`config.mk`:
```
export PLATFORM = sky130hd
export DESIGN_NAME = cluster_sched
export DESIGN_NICKNAME = d
export VERILOG_FILES = /design/src/rtl/cluster_pkg.sv /design/src/rtl/lbl_port_mux.sv /design/src/rtl/cluster_sched.sv
export SDC_FILE = /design/constraint.sdc
export NUM_CORES = 1
export LEC_CHECK = 0
export ABC_AREA = 1
export CORE_MARGIN = 4
export CORE_UTILIZATION = 43
export CTS_CLUSTER_DIAMETER = 120
export DETAILED_ROUTE_END_ITERATION = 8
export PLACE_DENSITY = 0.85
export RECOVER_POWER = 50
export REMOVE_ABC_BUFFERS = 1
export SETUP_SLACK_MARGIN = 0.4
export SLEW_MARGIN = 20
export SYNTH_ARGS = -nofsm -noshare
export SYNTH_HDL_FRONTEND = slang
export SYNTH_SLANG_ARGS = --single-unit
```
`constraint.sdc`:
```
create_clock -name clk -period 2.99 [get_ports clk]
set_input_delay 0.4485 -clock clk [delete_from_list [all_inputs] [get_ports clk]]
set_output_delay 0.4485 -clock clk [all_outputs]
set_load 0.02 [all_outputs]
```
`src/rtl/cluster_pkg.sv`:
```
// Shared types and constants for the point clustering engine.
package cluster_pkg;

  localparam int N_PTS = 16;
  localparam int IDX_W = 4;
  localparam int LBL_W = 4;

  localparam logic [LBL_W-1:0] LBL_NONE = '0;

  typedef enum logic [1:0] {
    S_IDLE,
    S_CLEAR,
    S_RUN,
    S_DRAIN
  } sched_state_t;

endpackage

```
`src/rtl/lbl_port_mux.sv`:
```
// Label RAM port selector: clear sweep, clustering FSM or host reader.
import cluster_pkg::*;

module lbl_port_mux #(
  parameter int AW = IDX_W,
  parameter int LW = LBL_W
) (
  input  sched_state_t    state_i,
  input  logic [AW-1:0]   ca_i,
  input  logic            fsm_we_i,
  input  logic [AW-1:0]   fsm_waddr_i,
  input  logic [LW-1:0]   fsm_wlabel_i,
  input  logic            host_req_i,
  input  logic [AW-1:0]   host_addr_i,
  output logic            we_o,
  output logic [AW-1:0]   waddr_o,
  output logic [LW-1:0]   wdata_o,
  output logic [AW-1:0]   raddr_o,
  output logic            gnt_o
);

  always_comb begin
    we_o    = 1'b0;
    waddr_o = '0;
    wdata_o = LBL_NONE;
    raddr_o = '0;
    gnt_o   = 1'b0;
    unique case (state_i)
      S_IDLE: begin
        gnt_o   = host_req_i;
        raddr_o = host_addr_i;
      end
      S_CLEAR: begin
        we_o    = 1'b1;
        waddr_o = ca_i;
      end
      S_RUN, S_DRAIN: begin
        we_o    = fsm_we_i;
        waddr_o = fsm_waddr_i;
        wdata_o = fsm_wlabel_i;
      end
      default: ;
    endcase
  end

endmodule

```
`src/rtl/cluster_sched.sv`:
```
// Run sequencer and label RAM arbiter for the clustering engine.
// Optional RUN watchdog: define CLUSTER_SCHED_WDOG_EN.
import cluster_pkg::*;

module cluster_sched #(
  parameter int N        = N_PTS,
  parameter int AW       = IDX_W,
  parameter int LW       = LBL_W,
  parameter int WDOG_CYC = N*N+8
) (
  input  logic          clk,
  input  logic          rst,
  input  logic          start,
  output logic          busy,
  output logic          done,
  output logic          err,
  output logic [LW-1:0] nclusters,
  output logic          fsm_rst,
  input  logic          fsm_done,
  input  logic          fsm_we,
  input  logic [AW-1:0] fsm_waddr,
  input  logic [LW-1:0] fsm_wlabel,
  output logic          lbl_we,
  output logic [AW-1:0] lbl_waddr,
  output logic [LW-1:0] lbl_wdata,
  output logic [AW-1:0] lbl_raddr,
  input  logic [LW-1:0] lbl_rdata,
  input  logic          rd_req,
  input  logic [AW-1:0] rd_addr,
  output logic          rd_gnt,
  output logic          rd_valid,
  output logic [LW-1:0] rd_data
);

  sched_state_t  state_q;
  logic [AW-1:0] ca_q;
  logic [LW-1:0] ncl_q;
  logic          busy_q;
  logic          done_q;
  logic          fsm_rst_q;
  logic          rd_valid_q;
  logic          fsm_wr_live;

  // A host request in the cycle start is seen loses to the run.
  lbl_port_mux #(.AW(AW), .LW(LW)) u_mux (
    .state_i      (state_q),
    .ca_i         (ca_q),
    .fsm_we_i     (fsm_we),
    .fsm_waddr_i  (fsm_waddr),
    .fsm_wlabel_i (fsm_wlabel),
    .host_req_i   (rd_req & ~start),
    .host_addr_i  (rd_addr),
    .we_o         (lbl_we),
    .waddr_o      (lbl_waddr),
    .wdata_o      (lbl_wdata),
    .raddr_o      (lbl_raddr),
    .gnt_o        (rd_gnt)
  );

  assign fsm_wr_live = fsm_we &
    ((state_q == S_RUN) | (state_q == S_DRAIN));

`ifdef CLUSTER_SCHED_WDOG_EN
  localparam int WDW = $clog2(WDOG_CYC + 1);
  logic [WDW-1:0] wd_q;
  logic           err_q;
  assign err = err_q;
`else
  assign err = 1'b0;
`endif

  always_ff @(posedge clk or posedge rst) begin
    if (rst) begin
      state_q    <= S_IDLE;
      ca_q       <= '0;
      ncl_q      <= LBL_NONE;
      busy_q     <= 1'b0;
      done_q     <= 1'b0;
      fsm_rst_q  <= 1'b1;
      rd_valid_q <= 1'b0;
`ifdef CLUSTER_SCHED_WDOG_EN
      wd_q       <= '0;
      err_q      <= 1'b0;
`endif
    end else begin
      done_q     <= 1'b0;
      rd_valid_q <= rd_gnt;
`ifdef CLUSTER_SCHED_WDOG_EN
      err_q      <= 1'b0;
`endif
      // Labels never exceed 2^LW-1, so max tracking cannot wrap.
      if (fsm_wr_live && (fsm_wlabel > ncl_q))
        ncl_q <= fsm_wlabel;
      unique case (state_q)
        S_IDLE: begin
          if (start) begin
            state_q <= S_CLEAR;
            ca_q    <= '0;
            ncl_q   <= LBL_NONE;
            busy_q  <= 1'b1;
          end
        end
        S_CLEAR: begin
          ca_q <= ca_q + 1'b1;
          if (ca_q == AW'(N-1)) begin
            state_q   <= S_RUN;
            fsm_rst_q <= 1'b0;
`ifdef CLUSTER_SCHED_WDOG_EN
            wd_q      <= '0;
`endif
          end
        end
        S_RUN: begin
          if (fsm_done) begin
            state_q   <= S_DRAIN;
            fsm_rst_q <= 1'b1;
          end
`ifdef CLUSTER_SCHED_WDOG_EN
          else if (wd_q == WDW'(WDOG_CYC-1)) begin
            state_q   <= S_IDLE;
            fsm_rst_q <= 1'b1;
            busy_q    <= 1'b0;
            err_q     <= 1'b1;
          end else begin
            wd_q <= wd_q + 1'b1;
          end
`endif
        end
        S_DRAIN: begin
          state_q <= S_IDLE;
          busy_q  <= 1'b0;
          done_q  <= 1'b1;
        end
        default: state_q <= S_IDLE;
      endcase
    end
  end

  assign busy      = busy_q;
  assign done      = done_q;
  assign nclusters = ncl_q;
  assign fsm_rst   = fsm_rst_q;
  assign rd_valid  = rd_valid_q;
  assign rd_data   = rd_valid_q ? lbl_rdata : LBL_NONE;

endmodule

```
==> results.md <==
- Status: finished, final reports clean
- Seq/Total Area, Yosys: 35.3%
- Post-cts hold buffer count: 0
- YS warnings: 0
- Most frequent cells in the layout: clkdlybuf4s50_1 (41), inv_1 (32), nand2_1 (29)
- RSZ-0062 raised after global routing: true
- Final setup fails: 0
- Synth Register Bits: 14
- First-pass GRT wire length: 4.49 mm
- CTS HTree Levels: 1
- Period utilization: 83.9%
- Final ANT Viol Nets: 0
- Max Fclk: 399 MHz
- Startpoint types: flip-flop
- Clock slew at reported path FFs: around 0.080 ns
- Multiplexer area fraction after synthesis: 0%
- Total Routing Usage GR: 17.8%
- DP HPWL: 2.12 mm
- Vias: roughly 1100
- Crit path cell chain: inv_1 > ha_1 > nor2_4 > inv_2 > a22oi_1 > nor2_1 > clkdlybuf4s50_1
- Post-Synth XOR/XNOR Area: 1.64%
- Layout area overhead: 51.8%
- Final #Nets: 219
- Placed cell area: about 1500 sq um
- Boundary Pins: 49
- Cell Area, Synth: 995 sq um
- Maximum vdd drop: about 0.7 mV
- Diodes inserted: 0
- Width of the die: 56.1 um
- FILL cells: between 150 and 200
- Clock latency on the worst-skew pair: 0.28 ns
- Max-cap viol count: 0
- Combinational family with the most area after synthesis: simple AND/OR/NAND/NOR gates
- Compound-Gate Fraction of Synth Area: 9.94%
- CTS root buf: clkbuf_4
- Post-synthesis adder-cell area fraction: 11.3%
- Initial Utilization: 45.0%
- TNS Setup: 0 ns
- CP arrival: 2.06 ns
- WL/cell: 12.2 um
- # rows: 17
- Slew @ Worst Pin: 0.557 ns
- Critical path class: flip-flop to output pin
- Num CTS Buffers: 3
- Worst Skew: 0.00321 ns
- Initial antenna violation count: 0
- DRC errors left: 0
- Crit path largest cell delay: 0.55 ns
- Type of the worst min-delay path: flip-flop to flip-flop
- Area of the multi-input gates: 497 sq um
- CTS tree: done
- Vias per inst: 4.90
- RD Place Congestion: 0.844
- First-pass detailed-route iteration total: 4
- Register Area: 352 sq um
- CTS Sinks: 14
- Max-slew violation total from the final report: 0
- Design Area, Final: 1510 sq um
- Critical path peak fanout: 5
- Slowest library cell on the worst path: clkdlybuf4s50_1
- Commonest non-fill, non-tap cell in the layout: clkdlybuf4s50_1
- Synth unique cells: 22
- Synth Instances: between 100 and 150
- Die Ht: 56.1 um
- Setup repair bufs after CTS: 0
- DRT iter0 DRCs: 27
- Die ar.: 3150 sq um
- Final Hold Viols: 0
- CP Capture Type: output pin
- Synth Area per Inst: 7.26 sq um
- Detailed-route wire length: 2.62 mm
- Simple-Gate Fraction of Synth Area: around 28%
- Layout cells sized above 1: 5.88%
- I/O Buffers: 47
- Worst EP required: 2.54 ns
- Pleak: 0.853 nW
- GRT Residual Overflow: 0
- Number of global-route vias before repair: 1096
- Clock Path Buffers: 2
- Tmin final: 2.51 ns
- Power density over cell area: ~900 nW/um^2
- Largest net degree at the start of global routing: 15
- Relative slew slack: 62.8%
- Core region area: 2210 sq um
through the flow:
step	hold WS, ns	util, %	std cells	setup WS, ns	power [W]
6_report	0.524	68.3	215	0.482	0.00139
5_1_grt	0.576	68.3	215	0.263	0.00151
4_1_cts	0.523	68.7	215	0.418	0.00143
3_5_place_dp	0.508	67.5	211	0.575	0.00130
3_3_place_gp	0.503	67.5	211	0.654	0.00128
2_1_floorplan	0.337	-	136	1.12	0.000924
Yosys cell counts:
master    n  area [sq um]
inv_1    31           116
nand2_1  26          97.6
nor2_1   17          63.8
dfrtp_1  13           325
o21ai_0  11          55.1
ha_1      9           113
nand3_1   8          40.0
nand2_4   4          45.0
a21oi_1   3          15.0
inv_2     2          7.51
nor2_2    2          12.5
a21oi_2   1          8.76
a22oi_1   1          7.51
buf_4     1          7.51
conb_1    1          3.75
dfstp_2   1          26.3
nand2_2   1          6.26
nand3_2   1          10.0
nor3_1    1          5.00
o21a_1    1          7.51
o21ai_1   1          5.00
xor2_2    1          16.3
report_power, final:
part,total [W],internal (W),switching (W)
registers,0.000330,0.000273,0.0000572
clock network,0.000113,0.0000517,0.0000612
logic,0.000944,0.000389,0.000555
total,0.00139,0.000714,0.000673
final timing paths:
kind                       slack (ns)            to  startpoint  cells past startpoint
min in group asynchronous        0.65  nclusters[1]         rst                      2
setup reg to reg                 1.19       ca_q[3]  state_q[0]                      7
max in group asynchronous        1.97       fsm_rst         rst                      2
hold reg to reg                  0.52       fsm_rst     fsm_rst                      2
hold / removal                   0.52       fsm_rst     fsm_rst                      2
setup / recovery                 0.48  lbl_waddr[3]  state_q[0]                      7
layer usage:
metal  routed length [um]  up-vias  share of wire [%]  GRT usage [%]
met2                 1390       42                 53           32.6
met5                    0        -                  0              0
met4                   70        0                2.7           9.15
met3                  145        9                5.5           2.78
li1                     -      514                  -              -
met1                 1020      489                 39           19.6
cell families (layout without fill, tap and decap cells):
group,after synthesis,after routing
and+or+nand+nor,60,60
buffers and inverters,34,84
AOI/OAI and AO/OA,18,18
DFF,14,14
adders and majority gates,9,9
other,1,1
xor gates and xnor gates,1,1
registers in the layout (all words and copies together), names as in the netlist:
| signal | cells |
|---|---|
| ca_q | 4 |
| busy | 1 |
| fsm_rst | 1 |
| done | 1 |
| state_q | 2 |
| rd_valid | 1 |
| nclusters | 4 |
timing repair:
action	4_1_cts	5_1_grt
setup endpoints to repair	2	4
endpoints found under the hold margin	0	0
gates resized for setup	2	4
cell type report:
class                           count  area share (%)
Tap cell                           28            2.32
Multi-Input combinational cell     89            32.9
Timing Repair Buffer               47            31.6
Clock buffer                        4            1.74
Inverter                           33            8.20
Sequential cell                    14            23.3
worst max-delay path, delay by kind of cell (launching register included):
kind                       cells  cell delay, ns
and+or+nand+nor                2            0.24
buffers and inverters          3            0.72
DFF                            1            0.41
adders and majority gates      1            0.25
AOI/OAI and AO/OA              1            0.15
No activity file was read; power rests on OpenSTA's default activity.
